==> config.mk <==
export PLATFORM = sky130hd
export DESIGN_NAME = pattern_detector_prog
export DESIGN_NICKNAME = d
export VERILOG_FILES = /design/src/rtl/pattern_det_pkg.sv /design/src/rtl/sat_counter.sv /design/src/rtl/pattern_detector_prog.sv
export SDC_FILE = /design/constraint.sdc
export NUM_CORES = 1
export LEC_CHECK = 0
export BUFFER_PORTS_ARGS = -buffer_cell sky130_fd_sc_hd__buf_2
export CORE_AREA = 2 2 72 74
export CTS_BUF_LIST = sky130_fd_sc_hd__clkbuf_4 sky130_fd_sc_hd__clkbuf_8 sky130_fd_sc_hd__clkbuf_16
export CTS_CLUSTER_SIZE = 25
export DETAILED_ROUTE_END_ITERATION = 6
export DIE_AREA = 0 0 74 76
export GPL_TIMING_DRIVEN = 0
export PLACE_DENSITY = 0.78
export SLEW_MARGIN = 15
export SYNTH_ARGS = -nofsm -noshare
export SYNTH_HDL_FRONTEND = slang
export SYNTH_SLANG_ARGS = --single-unit
==> constraint.sdc <==
create_clock -name clk -period 7.3 [get_ports clk]
set_input_delay 1.095 -clock clk [delete_from_list [all_inputs] [get_ports clk]]
set_output_delay 1.095 -clock clk [all_outputs]
set_load 0.02 [all_outputs]
==> src/rtl/pattern_det_pkg.sv <==
// Shared types and constants for the programmable serial pattern detector.
package pattern_det_pkg;

   typedef enum logic [1:0] {
      ST_UNCFG = 2'd0,
      ST_FILL  = 2'd1,
      ST_ARMED = 2'd2
   } state_e;

   localparam logic SYM_C = 1'b0;
   localparam logic SYM_B = 1'b1;

   // Legacy fixed detector pattern B,C,C,B,C (first symbol in the MSB)
   localparam logic [4:0]  BCCBC     = 5'b10010;
   localparam int unsigned BCCBC_LEN = 5;

endpackage

==> src/rtl/sat_counter.sv <==
// Saturating up-counter; a clear and an increment in the same cycle yield 1.
module sat_counter #(
   parameter int unsigned WIDTH = 16
) (
   input  logic             clk,
   input  logic             reset,
   input  logic             clr,
   input  logic             inc,
   output logic [WIDTH-1:0] count
);

   logic [WIDTH-1:0] count_q, count_d, base_c;

   always_comb begin
      base_c  = clr ? '0 : count_q;
      count_d = base_c;
      if (inc && (base_c != '1)) count_d = base_c + WIDTH'(1);
   end

   always_ff @(posedge clk) begin
      if (reset) count_q <= '0;
      else       count_q <= count_d;
   end

   assign count = count_q;

endmodule

==> src/rtl/pattern_detector_prog.sv <==
// Runtime-programmable serial pattern detector with overlap/non-overlap modes
// and a saturating match counter.
module pattern_detector_prog
   import pattern_det_pkg::*;
#(
   parameter int unsigned MAX_LEN = 8,
   parameter int unsigned LEN_W   = $clog2(MAX_LEN + 1),
   parameter int unsigned CNT_W   = 16
) (
   input  logic               clk,
   input  logic               reset,
   input  logic               cfg_we,
   input  logic [MAX_LEN-1:0] cfg_pattern,
   input  logic [LEN_W-1:0]   cfg_len,
   input  logic               cfg_overlap,
   output logic               cfg_err,
   input  logic               d_in,
   input  logic               valid_in,
   output logic               match,
   input  logic               count_clr,
   output logic [CNT_W-1:0]   match_count,
   output logic               configured
);

   state_e             state_q;
   // Only the previous MAX_LEN-1 symbols are kept; the current beat completes the window
   logic [MAX_LEN-2:0] hist_q;
   logic [LEN_W-1:0]   fill_q;
   logic [MAX_LEN-1:0] pat_q;
   logic [LEN_W-1:0]   len_q;
   logic               ovl_q;
   logic               match_q, cfg_err_q, configured_q;

   logic [MAX_LEN-1:0] win_c, mask_c;
   logic [MAX_LEN:0]   one_hot_c;
   logic [LEN_W:0]     fill_inc_c;
   logic               window_full_c, beat_c, hit_c, cfg_legal_c;

   // Window compare against the latched pattern, masked to the active length
   always_comb begin
      win_c         = {hist_q, d_in};
      one_hot_c     = (MAX_LEN+1)'(1) << len_q;
      mask_c        = MAX_LEN'(one_hot_c - (MAX_LEN+1)'(1));
      fill_inc_c    = {1'b0, fill_q} + (LEN_W+1)'(1);
      window_full_c = (fill_inc_c >= {1'b0, len_q});
      beat_c        = valid_in && !cfg_we && (state_q != ST_UNCFG);
      hit_c         = beat_c && window_full_c && (((win_c ^ pat_q) & mask_c) == '0);
      cfg_legal_c   = (cfg_len != '0) && (cfg_len <= LEN_W'(MAX_LEN));
   end

   // FSM and datapath; a configuration write takes priority over a data beat
   always_ff @(posedge clk) begin
      if (reset) begin
         state_q      <= ST_UNCFG;
         hist_q       <= '0;
         fill_q       <= '0;
         pat_q        <= '0;
         len_q        <= '0;
         ovl_q        <= 1'b0;
         match_q      <= 1'b0;
         cfg_err_q    <= 1'b0;
         configured_q <= 1'b0;
      end else begin
         match_q   <= hit_c;
         cfg_err_q <= 1'b0;
         if (cfg_we) begin
            if (cfg_legal_c) begin
               pat_q        <= cfg_pattern;
               len_q        <= cfg_len;
               ovl_q        <= cfg_overlap;
               hist_q       <= '0;
               fill_q       <= '0;
               state_q      <= ST_FILL;
               configured_q <= 1'b1;
            end else begin
               cfg_err_q <= 1'b1;
            end
         end else if (beat_c) begin
            hist_q <= win_c[MAX_LEN-2:0];
            if (hit_c && !ovl_q) begin
               fill_q  <= '0;
               state_q <= ST_FILL;
            end else if (window_full_c) begin
               fill_q  <= len_q;
               state_q <= ST_ARMED;
            end else begin
               fill_q  <= fill_inc_c[LEN_W-1:0];
               state_q <= ST_FILL;
            end
         end
      end
   end

   sat_counter #(.WIDTH(CNT_W)) u_match_cnt (
      .clk   (clk),
      .reset (reset),
      .clr   (count_clr),
      .inc   (hit_c),
      .count (match_count)
   );

   assign match      = match_q;
   assign cfg_err    = cfg_err_q;
   assign configured = configured_q;

endmodule

## After elaboration in Yosys (flattened, before gate mapping)

Index checks and enable logic that the tools add are counted.

- Memories: 0
- Bits in writable memories: 0
- Register bits: 45
- ROM bits: 0
- Bits in latches: 0

- Multipliers: 0
- Equal/unequal tests: 2
- Mux-type cells: 16
- Reduce and logical (&&, ||, !) cells: 16
- $lt $le $gt $ge: 2
- Bitwise operators: 3
- Shifts and indexed selects: 1
- Divide/modulo/power cells: 0
- Add/sub/neg operators: 3

Operators with widths:

| kind | number |
|---|---|
| 2-to-1 mux 16 bit | 2 |
| 2-to-1 mux 7 bit | 3 |
| 2-to-1 mux 4 bit | 5 |
| adder 16 x 1 -> 16 bit (second input constant) | 1 |
| != test 16 bit (second input constant) | 1 |
| 2-to-1 mux 2 bit | 5 |
| AND 8 bit | 1 |
| zero test 8 bit | 1 |
| << shifter 1 x 4 -> 8 bit (first input constant) | 1 |
| subtractor 8 x 1 -> 8 bit (second input constant) | 1 |
| XOR 8 bit | 1 |
| logical AND 1 bit | 7 |
| adder 4 x 1 -> 5 bit (second input constant) | 1 |
| >= comparator 5 x 4 -> 1 bit | 1 |
| less-or-equal comparator 4 bit (second input constant) | 1 |
| AND reduction 2 bit | 2 |
| nonzero test 2 bit | 2 |
| nonzero test 4 bit | 1 |
| zero test 1 bit | 2 |
| != test 2 x 1 -> 1 bit (second input constant) | 1 |
| OR reduction 2 bit | 1 |
| 2-to-1 mux 1 bit | 1 |
| NOT 1 bit | 1 |

## Longest topological paths before layout

- Depth after elaboration: 9
- Depth in mapped cells: 11
- Mapped depth without buffers: 9

## Hierarchy

From an unflattened synthesis, not the netlist that was laid out.

- Cell total of the unflattened synthesis: 293
- Area total of the unflattened synthesis: 2402.3 µm²

Modules (own cells, without submodules):

| module | area an instance (µm²) | cells each | instances |
|---|---|---|---|
| pattern_detector_prog | 1540.2 | 190 | 1 |
| sat_counter | 862.1 | 103 | 1 |

## Worst setup path before layout

No wires, ideal clock.

- Path type: input-to-reg
- From: in count_clr
- To: reg u_match_cnt.count_q[13] (netlist: u_match_cnt.count[13])
- Data required time: 7.230 ns
- Setup slack: 4.254 ns
- Stages: 10
- Arrival time: 2.976 ns
- Setup time: 0.070 ns
- Buffers on the path: 3
- Path through: clkbuf_1 > nor2b_1 > ha_1 > and4_1 > clkbuf_1 > nand3_1 > clkbuf_1 > nand3_1 > or3_1 > a21oi_1

- Word-level cells in the longest chain between the ends: 4
- Elaborated cells on any way between the ends: 5
- Classes of those cells: 1 x add/sub; 1 x eq/ne; 2 x mux; 1 x reduce/logical

Ends and longest elaborated chain:

| element | line | text |
|---|---|---|
| from (decl) | pattern_detector_prog.sv:20 | `input logic count_clr,` |
| 2-to-1 mux 16 bit * | sat_counter.sv:15 | `base_c = clr ? '0 : count_q;` |
| parallel branches: the longest is 2 deep, another holds adder 16 x 1 -> 16 bit | -- |  |
| 2-to-1 mux 16 bit * | sat_counter.sv:17 | `if (inc && (base_c != '1)) count_d = base_c + WIDTH'(1);` |
| to (signal assigned) | sat_counter.sv:22 | `else count_q <= count_d;` |
| to (decl) | sat_counter.sv:12 | `logic [WIDTH-1:0] count_q, count_d, base_c;` |

Mark *: on every way between the ends.
A chain may end at the register's enable or synchronous reset.

## Worst setup path in the final report

- From: in count_clr
- To: reg u_match_cnt.count_q[2] (netlist: u_match_cnt.count[2])

The elaborated chain is that of the path after synthesis.

==> impl_metrics.yaml <==
cells_and_area:
  n_antenna_cell: 0
  mostFrequentLayoutCells: "nand2_1, dfxtp_1, a21oi_1, buf_2, o21ai_0"
  finalNetCount: 364
  stdcell_area_um2: 2700
  fillers: 457
  syn_to_final_growth_pct: 16.3
  finalNonFillerCells: 408
  drive_gt1_share_pct: 15.7
  utilization_pct: 55.0
  layout_commonest_cell: "nand2_1"
route:
  drtPass1Iterations: 4
  ant_nets: 0
  first_iter_violations: 119
  detail_route.wl_per_cell_um: 13.6
  drc: 0
  finalWirelength_um: 5550
  vias_per_cell: 5.55
  vias: 2265
worst_hold_path:
  hold_path.startpoint: "pat_q[5]"
  holdPathEnd: "pat_q[5]"
  min_path_type: "flop to flop"
  holdPathStages: 2
setup_path:
  crit_buf_inv: 4
  cp_max_fo: 10
  r2r_cells: 8
  reg2reg_slack_ps: 4170
  arrival_ps: 3540
  slowest_delay_ps: 330
  required_ps: 7490
  crit_type: "primary input to flop"
  end_kind: "flop"
  critPathLaunchType: "primary input"
  crit_top_cell: "clkbuf_1"
  cp_top_family: "simple AND/OR/NAND/NOR gates"
  crit_chain: "buf_2, clkbuf_1, nor2b_1, ha_1, and4_1, clkbuf_1, nand3_1, clkbuf_1, nand3_1, mux2_2"
  cp_slowest_cell: "mux2_2"
  r2r-end: "fill_q[1]"
  r2r_start: "len_q[0]"
place:
  port_buffers: 36
  placed_cells: 401
  placed_cell_area_um2: 2590
  dp_hpwl_um: 3980
  gp_congestion: 0.863
flow_run:
  max-cap-violations: 0
power_and_ir_drop:
  power_density_nw_per_um2: 184
  p_sw_share_pct: 25.1
  internal-power_w: 0.000373
  power_frac_seq_pct: 51.5
  p_clk_share_pct: 36.9
  power_frac_comb_pct: 11.6
  p_sw_w: 0.000125
  p_leak_nw: 1.05
  ir_worst_vdd_v: 0.000126
cts:
  clock_path_buffers: 2
  cts_sinks: 45
  clock_latency_ps: 300
  numCtsBuffers: 5
  cts_resized: 0
  post_cts_buffers: 0
  cts_hold_buf: 0
  clk_pin_slew_ps: 80
  cts_htree_levels: 2
  clock-root-buffer: "clkbuf_8"
  cts_tree: "built"
yosys:
  syn_area_um2: 2320
  yosysWarningCount: 0
  synth_xor_area_share_pct: 4.53
  syn-num-nets: 321
  synth_area_leader_cell: "dfxtp_1"
  synth-async-reset-ratio_pct: 0
  synth_edf_count: 0
  synth_top_family_by_area: "simple AND/OR/NAND/NOR gates"
  synth.yosys.seq_area_share_pct: 38.8
  yosys.area_share.simple_pct: 27.1
  synth_fa_ha_area_share_pct: 3.77
  muxShareOfSynthArea_pct: 1.35
  synth_flop_cell: "dfxtp_1"
  synth_top_area_share_pct: 38.8
  synth_compound_area_share_pct: 20.0
  yosys-top-cells-area: "dfxtp_1, a21oi_1, nand2_1"
  synth_cells: 295
  ys_ff_latch: 45
  ys_types: 46
  avgSynthCellArea_um2: 7.87
global_route:
  overflow: 0
  grt_pass1_wl_um: 9420
  grt_pass1_vias: 2093
  track_usage_pct: 21.0
  antenna_found_initial: 0
  grt_max_degree: 14
timing:
  hold_slack_ps: 475
  finalSetupViolCount: 0
  final_max_slew_viol_count: 0
  worstMarginPinSlew_ps: 849
  fmax_mhz: 299
  hold_violations: 0
  finalCritPeriodShare_pct: 45.8
  min_period_ps: 3350
  slew-limit-headroom_pct: 42.7
  fin_worst_skew_ps: 9.66
  rsz0062_at_grt: "false"
  fin_tns_setup_ps: 0
outcome:
  status: "finished, final reports clean"
floorplan:
  start_util_pct: 47.3
  rows: 26
  dieArea_um2: 5620
  core-area_um2: 4910
  fp.dieW_um: 74
  ios: 38
  fp.dieH_um: 76
[cell type report]
class                      instances  area [µm²]  share of cell area [%]
inverter                           9        33.8                    1.25
multi-input combinational        225        1330                    49.1
clock buffer                       5        68.8                    2.55
tap                               70        87.6                    3.24
sequential                        45         901                    33.4
buffer                            16        68.8                    2.55
clock inverter                     2        35.0                    1.30
timing repair buffer              36         180                    6.67
[per-stage QoR]
| step | setup slack, ps | power [W] |
|---|---|---|
| floorplan | 4250 | 0.000301 |
| global placement | 3750 | 0.000317 |
| detailed placement | 3730 | 0.000318 |
| CTS | 4020 | 0.000501 |
| global route | 3770 | 0.000519 |
| finish | 3950 | 0.000498 |
[power groups by stage]
stage	clock network, W	logic [W]	registers [W]
after CTS	0.000188	0.0000565	0.000256
after detailed placement	0	0.0000560	0.000262
after global placement	0	0.0000550	0.000262
after global routing	0.000197	0.0000643	0.000257
final	0.000184	0.0000577	0.000256
after floorplan	0	0.0000386	0.000262
[cell families (layout without fill, tap and decap cells)]
logic type / after synthesis / after routing
fa+ha+maj: 7 / 7
buf+inv: 25 / 68
simple gates: 125 / 125
compound gates: 78 / 78
flops: 45 / 45
xor+xnor: 12 / 12
mux: 3 / 3
[how the worst max path moves through the flow]
stage,startpoint,to,depth (start not counted)
after floorplan,count_clr,u_match_cnt.count[13],10
after global placement,count_clr,u_match_cnt.count[13],11
after detailed placement,count_clr,u_match_cnt.count[5],11
after CTS,count_clr,u_match_cnt.count[13],11
after global routing,count_clr,u_match_cnt.count[5],11
final,count_clr,u_match_cnt.count[2],10
[synth_stat cells, types with 2 or more instances]
| cell type | number |
|---|---|
| clkbuf_1 | 14 |
| or4_1 | 2 |
| o311ai_0 | 2 |
| nor2_1 | 14 |
| nor2b_1 | 5 |
| a31oi_1 | 2 |
| or4_4 | 2 |
| and3_1 | 2 |
| xor2_1 | 6 |
| nand4b_1 | 2 |
| nand4_1 | 8 |
| and2_1 | 2 |
| or3_1 | 8 |
| nand2_1 | 47 |
| mux2i_1 | 2 |
| a21o_1 | 2 |
| o21ai_0 | 18 |
| inv_1 | 9 |
| dfxtp_1 | 45 |
| o31ai_1 | 3 |
| or2_2 | 2 |
| nand2b_1 | 4 |
| a21oi_1 | 39 |
| nor3_1 | 6 |
| ha_1 | 7 |
| nand3_1 | 16 |
| xnor2_1 | 6 |
| o211ai_1 | 2 |
[worst register-to-register path: cells and delay by family (launching register included)]
family,cells,cell delay [ps]
AO/OA/AOI/OAI,4,1270
adder cells (fa/ha/maj),1,270
AND/OR/NAND/NOR,3,1050
flip-flops,1,410
[layer usage]
metal	part of all wire [%]	GRT usage, %	routed length [µm]	up-vias
met5	0	0	0	-
met4	2.2	9.27	123	0
met3	4.7	4.63	260	11
met2	47	31.4	2620	59
met1	46	28.7	2540	1058
li1	-	-	-	1137
[state kept, by name, summed over array words and instances (netlist names)]
register	count
cfg_err	1
state_q	2
match	1
configured	1
ovl_q	1
pat_q	8
u_match_cnt.count	16
hist_q	7
len_q	4
fill_q	4
Power figures use the tool's default switching activity.
